==> config.mk <==
export PLATFORM = sky130hd
export DESIGN_NAME = control_unit_flat
export DESIGN_NICKNAME = d
export VERILOG_FILES = /design/src/rtl/k_and_s_pkg.sv /design/src/rtl/control_unit_if.sv /design/src/rtl/control_unit.sv /design/src/flat_wrapper.sv
export SDC_FILE = /design/constraint.sdc
export NUM_CORES = 1
export LEC_CHECK = 0
export CORE_AREA = 2 2 39 41
export CTS_CLUSTER_SIZE = 14
export DETAILED_ROUTE_END_ITERATION = 6
export DIE_AREA = 0 0 41 43
export DONT_BUFFER_PORTS = 1
export GPL_ROUTABILITY_DRIVEN = 0
export PLACE_DENSITY = 0.44
export SLEW_MARGIN = 20
export SYNTH_ARGS = -nofsm -noshare
export SYNTH_HDL_FRONTEND = slang
export SYNTH_SLANG_ARGS = --single-unit
==> constraint.sdc <==
create_clock -name clk -period 1.8 [get_ports clk]
set_input_delay 0.27 -clock clk [delete_from_list [all_inputs] [get_ports clk]]
set_output_delay 0.27 -clock clk [all_outputs]
set_load 0.02 [all_outputs]
==> src/rtl/k_and_s_pkg.sv <==
// rtl/k_and_s_pkg.sv - shared instruction and state types for the K&S processor
package k_and_s_pkg;

    typedef enum logic [3:0] {
        I_NOP    = 4'd0,
        I_LOAD   = 4'd1,
        I_STORE  = 4'd2,
        I_MOVE   = 4'd3,
        I_ADD    = 4'd4,
        I_SUB    = 4'd5,
        I_AND    = 4'd6,
        I_OR     = 4'd7,
        I_BRANCH = 4'd8,
        I_BZERO  = 4'd9,
        I_BNZERO = 4'd10,
        I_BNEG   = 4'd11,
        I_BNNEG  = 4'd12,
        I_BOV    = 4'd13,
        I_BNOV   = 4'd14,
        I_HALT   = 4'd15
    } decoded_instruction_type;

    typedef enum logic [3:0] {
        S_FETCH   = 4'd0,
        S_LOAD_IR = 4'd1,
        S_DECODE  = 4'd2,
        S_LOAD_1  = 4'd3,
        S_LOAD_2  = 4'd4,
        S_STORE_1 = 4'd5,
        S_MOVE    = 4'd6,
        S_ALU     = 4'd7,
        S_BRANCH  = 4'd8,
        S_HALT    = 4'd9
    } state_type;

endpackage

==> src/rtl/control_unit_if.sv <==
// rtl/control_unit_if.sv - control strobes and flag/decode inputs between control unit and data path
interface control_unit_if;
    import k_and_s_pkg::*;

    decoded_instruction_type decoded_instruction;
    logic       zero_op;
    logic       neg_op;
    logic       unsigned_overflow;
    logic       signed_overflow;
    logic       branch;
    logic       pc_enable;
    logic       ir_enable;
    logic       addr_sel;
    logic       c_sel;
    logic [1:0] operation;
    logic       write_reg_enable;
    logic       flags_reg_enable;
    logic       ram_write_enable;
    logic       halt;

    modport master (
        input  decoded_instruction, zero_op, neg_op, unsigned_overflow, signed_overflow,
        output branch, pc_enable, ir_enable, addr_sel, c_sel, operation,
               write_reg_enable, flags_reg_enable, ram_write_enable, halt
    );

    modport slave (
        output decoded_instruction, zero_op, neg_op, unsigned_overflow, signed_overflow,
        input  branch, pc_enable, ir_enable, addr_sel, c_sel, operation,
               write_reg_enable, flags_reg_enable, ram_write_enable, halt
    );
endinterface

==> src/rtl/control_unit.sv <==
// rtl/control_unit.sv - multi-cycle Moore sequencer for the K&S processor
module control_unit
    import k_and_s_pkg::*;
(
    input  logic           clk,
    input  logic           rst,
    control_unit_if.master bus
);

    state_type  state_q, state_d;
    logic [1:0] op_q, op_d;
    logic       unused_signed_ovf;

    assign unused_signed_ovf = bus.signed_overflow;

    always_ff @(posedge clk) begin
        if (rst) begin
            state_q <= S_FETCH;
            op_q    <= 2'b00;
        end else begin
            state_q <= state_d;
            op_q    <= op_d;
        end
    end

    always_comb begin
        state_d = S_FETCH;
        op_d    = op_q;
        case (state_q)
            S_FETCH:   state_d = S_LOAD_IR;
            S_LOAD_IR: state_d = S_DECODE;
            S_DECODE: begin
                // ALU op is captured here so the ALU state never looks at the live decode
                case (bus.decoded_instruction)
                    I_LOAD:   state_d = S_LOAD_1;
                    I_STORE:  state_d = S_STORE_1;
                    I_MOVE:   state_d = S_MOVE;
                    I_ADD:    begin state_d = S_ALU; op_d = 2'b00; end
                    I_SUB:    begin state_d = S_ALU; op_d = 2'b01; end
                    I_AND:    begin state_d = S_ALU; op_d = 2'b10; end
                    I_OR:     begin state_d = S_ALU; op_d = 2'b11; end
                    I_BRANCH: state_d = S_BRANCH;
                    I_BZERO:  state_d = bus.zero_op            ? S_BRANCH : S_FETCH;
                    I_BNZERO: state_d = !bus.zero_op           ? S_BRANCH : S_FETCH;
                    I_BNEG:   state_d = bus.neg_op             ? S_BRANCH : S_FETCH;
                    I_BNNEG:  state_d = !bus.neg_op            ? S_BRANCH : S_FETCH;
                    I_BOV:    state_d = bus.unsigned_overflow  ? S_BRANCH : S_FETCH;
                    I_BNOV:   state_d = !bus.unsigned_overflow ? S_BRANCH : S_FETCH;
                    I_HALT:   state_d = S_HALT;
                    default:  state_d = S_FETCH;
                endcase
            end
            S_LOAD_1:  state_d = S_LOAD_2;
            S_HALT:    state_d = S_HALT;
            default:   state_d = S_FETCH;
        endcase
    end

    always_comb begin
        bus.branch           = 1'b0;
        bus.pc_enable        = 1'b0;
        bus.ir_enable        = 1'b0;
        bus.addr_sel         = 1'b0;
        bus.c_sel            = 1'b0;
        bus.operation        = 2'b00;
        bus.write_reg_enable = 1'b0;
        bus.flags_reg_enable = 1'b0;
        bus.ram_write_enable = 1'b0;
        bus.halt             = 1'b0;
        case (state_q)
            S_LOAD_IR: begin
                bus.ir_enable = 1'b1;
                bus.pc_enable = 1'b1;
            end
            S_DECODE:  bus.addr_sel = 1'b1;
            S_LOAD_1:  bus.addr_sel = 1'b1;
            S_LOAD_2: begin
                bus.addr_sel         = 1'b1;
                bus.write_reg_enable = 1'b1;
            end
            S_STORE_1: begin
                bus.addr_sel         = 1'b1;
                bus.ram_write_enable = 1'b1;
            end
            S_MOVE: begin
                bus.operation        = 2'b11;
                bus.c_sel            = 1'b1;
                bus.write_reg_enable = 1'b1;
            end
            S_ALU: begin
                bus.operation        = op_q;
                bus.c_sel            = 1'b1;
                bus.write_reg_enable = 1'b1;
                bus.flags_reg_enable = 1'b1;
            end
            S_BRANCH: begin
                bus.branch    = 1'b1;
                bus.pc_enable = 1'b1;
            end
            S_HALT:    bus.halt = 1'b1;
            default:   ;
        endcase
    end

endmodule

==> src/flat_wrapper.sv <==
// flat-port wrapper written by rule: the top's interface ports become plain ports
module control_unit_flat import k_and_s_pkg::*;
  (clk, rst, bus_decoded_instruction, bus_zero_op, bus_neg_op, bus_unsigned_overflow, bus_signed_overflow, bus_branch, bus_pc_enable, bus_ir_enable, bus_addr_sel, bus_c_sel, bus_operation, bus_write_reg_enable, bus_flags_reg_enable, bus_ram_write_enable, bus_halt);
  control_unit_if bus_i ();
  input  logic clk;
  input  logic rst;
  input wire logic [$bits(bus_i.decoded_instruction)-1:0] bus_decoded_instruction;
  input wire logic [$bits(bus_i.zero_op)-1:0] bus_zero_op;
  input wire logic [$bits(bus_i.neg_op)-1:0] bus_neg_op;
  input wire logic [$bits(bus_i.unsigned_overflow)-1:0] bus_unsigned_overflow;
  input wire logic [$bits(bus_i.signed_overflow)-1:0] bus_signed_overflow;
  output wire logic [$bits(bus_i.branch)-1:0] bus_branch;
  output wire logic [$bits(bus_i.pc_enable)-1:0] bus_pc_enable;
  output wire logic [$bits(bus_i.ir_enable)-1:0] bus_ir_enable;
  output wire logic [$bits(bus_i.addr_sel)-1:0] bus_addr_sel;
  output wire logic [$bits(bus_i.c_sel)-1:0] bus_c_sel;
  output wire logic [$bits(bus_i.operation)-1:0] bus_operation;
  output wire logic [$bits(bus_i.write_reg_enable)-1:0] bus_write_reg_enable;
  output wire logic [$bits(bus_i.flags_reg_enable)-1:0] bus_flags_reg_enable;
  output wire logic [$bits(bus_i.ram_write_enable)-1:0] bus_ram_write_enable;
  output wire logic [$bits(bus_i.halt)-1:0] bus_halt;
  assign bus_i.decoded_instruction = bus_decoded_instruction;
  assign bus_i.zero_op = bus_zero_op;
  assign bus_i.neg_op = bus_neg_op;
  assign bus_i.unsigned_overflow = bus_unsigned_overflow;
  assign bus_i.signed_overflow = bus_signed_overflow;
  assign bus_branch = bus_i.branch;
  assign bus_pc_enable = bus_i.pc_enable;
  assign bus_ir_enable = bus_i.ir_enable;
  assign bus_addr_sel = bus_i.addr_sel;
  assign bus_c_sel = bus_i.c_sel;
  assign bus_operation = bus_i.operation;
  assign bus_write_reg_enable = bus_i.write_reg_enable;
  assign bus_flags_reg_enable = bus_i.flags_reg_enable;
  assign bus_ram_write_enable = bus_i.ram_write_enable;
  assign bus_halt = bus_i.halt;
  control_unit u_core (.clk(clk), .rst(rst), .bus(bus_i));
endmodule
Word level (Yosys, flattened, before mapping)
Index checks and enable logic that the tools add are counted.
- equality and inequality tests: 24
- muxes and demuxes: 19
- reductions and logical operators: 8
- operators by type and width (operator ; count):
    4-bit case mux with 12 select lines ; 1
    4-bit == test (second input constant) ; 10
    4-bit by 3-bit == test with 1-bit output (second input constant) ; 8
    4-bit two-way mux ; 6
    4-bit case mux with 5 select lines ; 1
    4-bit by 2-bit == test with 1-bit output (second input constant) ; 4
    1-bit two-way mux ; 9
    4-bit by 1-bit == test with 1-bit output (second input constant) ; 2
    2-bit case mux with 4 select lines ; 1
    4-bit OR reduction ; 2
    4-bit logical NOT ; 1
    2-bit case mux with 2 select lines ; 1
    4-bit nonzero test ; 1
    2-bit OR reduction ; 2
    3-bit OR reduction ; 1
    2-bit AND reduction ; 1
- flip-flop bits (word level): 6

Depth between registers and ports, before layout
- depth in word-level cells: 4
- mapped depth: 5
- depth with buffers taken out: 4

Worst setup path after synthesis
No wires, ideal clock.
- path type: reg-to-output
- start: register u_core.state_q[1]
- end: output port bus_pc_enable
- arrival: 1.498 ns
- required time: 1.530 ns
- slack: 0.032 ns
- stages on the path, launching flop included: 5
- cells stage by stage: dfxtp_1 > buf_2 > nand2b_2 > nor3_1 > or2_1
- longest elaborated chain between the ends: 3
- elaborated cells on any way between the ends: 4
- ends and longest elaborated chain (item ; RTL line ; text):
    start, declared ; control_unit.sv:10 ; state_type state_q, state_d;
    start signal, assigned ; control_unit.sv:21 ; state_q <= state_d;
    4-bit == test / 4-bit by 1-bit == test with 1-bit output (equally long branches) ; control_unit.sv:70 ; case (state_q)
    2-bit OR reduction (no line) (*) ; n/a ;
    1-bit two-way mux (*) ; control_unit.sv:70 ;
    end, declared ; flat_wrapper.sv:13 ; output wire logic [$bits(bus_i.pc_enable)-1:0] bus_pc_enable;
Mark *: on every way between the ends. The rest lies on a longest branch, timed or not.

Final worst setup path
- start: register u_core.state_q[2]
- end: output port bus_operation[1]
- longest elaborated chain between the ends: 2
- elaborated cells on any way between the ends: 3
- ends and longest elaborated chain (item ; RTL line ; text):
    4-bit by 3-bit == test with 1-bit output ; control_unit.sv:70 ;
    2-bit case mux with 2 select lines (*) ; control_unit.sv:70 ;
    end, declared ; flat_wrapper.sv:17 ; output wire logic [$bits(bus_i.operation)-1:0] bus_operation;
Marked as above.

==> reports/results.txt <==
CP Cell Sequence: nor2b_2, nand2_1, a21oi_1, buf_4
f_max: 0.613 GHz
switching pwr: 126 uW
post-synth top area share: 27.8%
cell family with most CP delay: flip-flops
Num CTS Buffers: 3
Post-Syn Nets: 68
Die ar.: 1760 um2
clk root buf: clkbuf_4
DRC Markers: 0
area leader, netlist: dfxtp_1
sequential area share after synthesis: 27.8%
via count: 413
R2R depth: 4
final hold violation count: 0
H-tree Lvls: 1
Tightest Hold Check Type: primary input to flop
PD cells: 771 nW/um2
TritonCTS Sinks: 6
hold-critical path depth: 1
reg2reg start: u_core.state_q[0]
CTS Hold Bufs: 0
relative slew slack: 74.1%
setup TNS: 0 ns
final wirelength: 969 um
flop2flop setup slack: 0.52 ns
clk_lat worst skew: 0.24 ns
Top Ports: 21
CTS tree: done
post-synth cell types: 26
Longest Clk Path Bufs: 2
reg-to-reg endpoint: u_core.state_q[3]
Syn Inst Count: 58
Detailed Routing Iterations Pass 1: 2
Synthesis Warnings: 0
global-route wire length before repair: 1550 um
CP max stage cell: dfxtp_1
Initial Util: 31.2%
Switching Fraction: 32.6%
met3 Use GR: 6.81%
final core occ: 36.3%
status: complete, no violations
Post-layout nets: 76
initial antenna violation count: 0
Period Utilization, post-route: 90.7%
vias in the first global route: 389
pin count of the biggest net entering global routing: 9
Worst-path clk slew: 0.05 ns
met1 usage in global routing: 14.8%
synthesized area: 432 um2
Worst Path Required: 1.53 ns
Layout Skew: 0.00491 ns
Setup CP Type: flop to output port
Internal: 261 uW
Flop pwr share: 42.3%
Antenna Cells: 0
Area Overhead vs Synth: 16.2%
Die W: 41 um
Hold Crit Start: rst
Most Crowded Layer GR: met2
die height: 43 um
Iteration-0 DRC Markers: 2
Pleak: 0.224 nW
Multi-input gate area: 287 um2
unrepaired setup endpoints after global routing: false
max cap viols: 0
ratio of cells with drive above 1 in the final layout: 20.3%
WP buf/inv: 1
crit path max fanout: 7
Max rail drop VDD: 0.000267 V
WL/cell: 12.1 um
kind of end point of the critical path: output port
routed vias/inst: 5.16
buffers added on ports: 0
end of the worst hold path: u_core.op_q[0]
Worst Path Arrival: 1.36 ns
Yosys reg bits: 6
max-slew violations: 0
met2 Use GR: 19.4%
row cnt: 14
crit start category: flop
Clock power frac: 31.4%
worst slew pin tran: 0.388 ns
FILL cells: 152
endpoints failing setup: 0
Avg Cell Area, Syn: 7.44 um2
Slowest Stage Delay on Critical Path: 0.47 ns
min Tclk post-route: 1.63 ns
CORE AREA: 1380 um2
GRT overflow: 0
Hold Slack: 0.0930 ns
Storage cell area: 120 um2
Gate power share: 26.3%
Antenna Violating Nets Remaining: 0
top post-synthesis cells by area: dfxtp_1 28%, nor2_1 8.7%, a21oi_1 8.1%
GRT Util Overall: 13.4%
[registers in the layout (all words and copies together) (netlist names)]
signal / count
u_core.state_q: 4
u_core.op_q: 2
[routing by layer]
layer / part of all wire (%) / vias to the layer above
met5: 0 / -
met4: 0 / 0
met3: 7.0 / 0
met2: 51 / 14
met1: 42 / 185
li1: - / 214
[through the flow]
stage | std cells | power, mW | setup WS, ns | cell area, um2
2_1_floorplan | 58 | 0.249 | 0.0322 | 432
3_3_place_gp | 77 | 0.270 | 0.396 | 477
3_5_place_dp | 77 | 0.270 | 0.372 | 477
4_1_cts | 80 | 0.397 | 0.0987 | 499
5_1_grt | 80 | 0.423 | 0.0292 | 502
6_report | 80 | 0.387 | 0.168 | 502
[worst reg2reg max path, stage by stage, from the launching register on]
cell and delay, ns:
dfxtp_1 0.51, nand2b_2 0.16, nor2_4 0.25, a21oi_1 0.07, a211oi_1 0.22
[how the worst max path moves through the flow]
stage	start	endpoint	slack, ns	depth (start not counted)
2_1_floorplan	u_core.state_q[1]	bus_pc_enable	0.03	4
3_3_place_gp	u_core.state_q[2]	bus_operation[1]	0.40	4
3_5_place_dp	u_core.state_q[2]	bus_operation[1]	0.37	4
4_1_cts	u_core.state_q[2]	bus_operation[1]	0.1	4
5_1_grt	u_core.state_q[2]	bus_operation[1]	0.03	4
6_report	u_core.state_q[2]	bus_operation[1]	0.17	4
[logic make-up (layout without fill, tap and decap cells)]
family / Yosys count / count (layout) / synth area share [%]
compound gates: 13 / 13 / 18.6
xor+xnor: 1 / 1 / 2.03
buf+inv: 7 / 13 / 6.38
flops: 6 / 6 / 27.8
mux: 2 / 2 / 4.64
simple gates: 29 / 29 / 40.6
[cell usage in the layout (no fill, tap or decap), types with 2 or more instances in the layout]
| master | instances |
|---|---|
| nand2b_1 | 2 |
| buf_4 | 4 |
| nor3_1 | 3 |
| a21oi_1 | 7 |
| inv_1 | 6 |
| clkbuf_4 | 3 |
| dfxtp_1 | 6 |
| mux2i_1 | 2 |
| nand2_1 | 3 |
| nor2_1 | 10 |
[layout make-up]
class                           count  share of cell area (%)
Clock buffer                        3                    4.49
Inverter                            6                    4.49
Multi-Input combinational cell     45                    57.1
Sequential cell                     6                    23.9
Tap cell                           16                    3.99
Timing Repair Buffer                4                    5.99
[cell usage after synthesis]
cell type,number
nand2b_1,2
a21oi_1,7
o2111ai_1,1
a211o_1,1
inv_1,6
buf_2,1
o21ai_0,1
or2_1,1
a211oi_1,1
and2_1,1
nor2_1,10
nand2b_2,1
nor2_4,1
dfxtp_1,6
and3_1,1
o22ai_1,1
nor2b_1,2
nand3_1,1
xnor2_1,1
nor3_1,3
and3_2,1
nand3b_2,1
nand2_1,3
nor4b_4,1
mux2i_1,2
a221oi_1,1
[power groups by stage]
stage / logic [mW] / registers, mW / clock network (mW)
CTS: 0.103 / 0.165 / 0.130
global placement: 0.102 / 0.168 / 0
global route: 0.116 / 0.166 / 0.141
floorplan: 0.0919 / 0.158 / 0
finish: 0.102 / 0.164 / 0.122
detailed placement: 0.102 / 0.167 / 0
[what timing repair did]
action,in CTS,in global routing
buffers inserted,0,0
setup endpoints to repair,0,2
resized for setup,0,1
(Power assumes the default switching activity.)
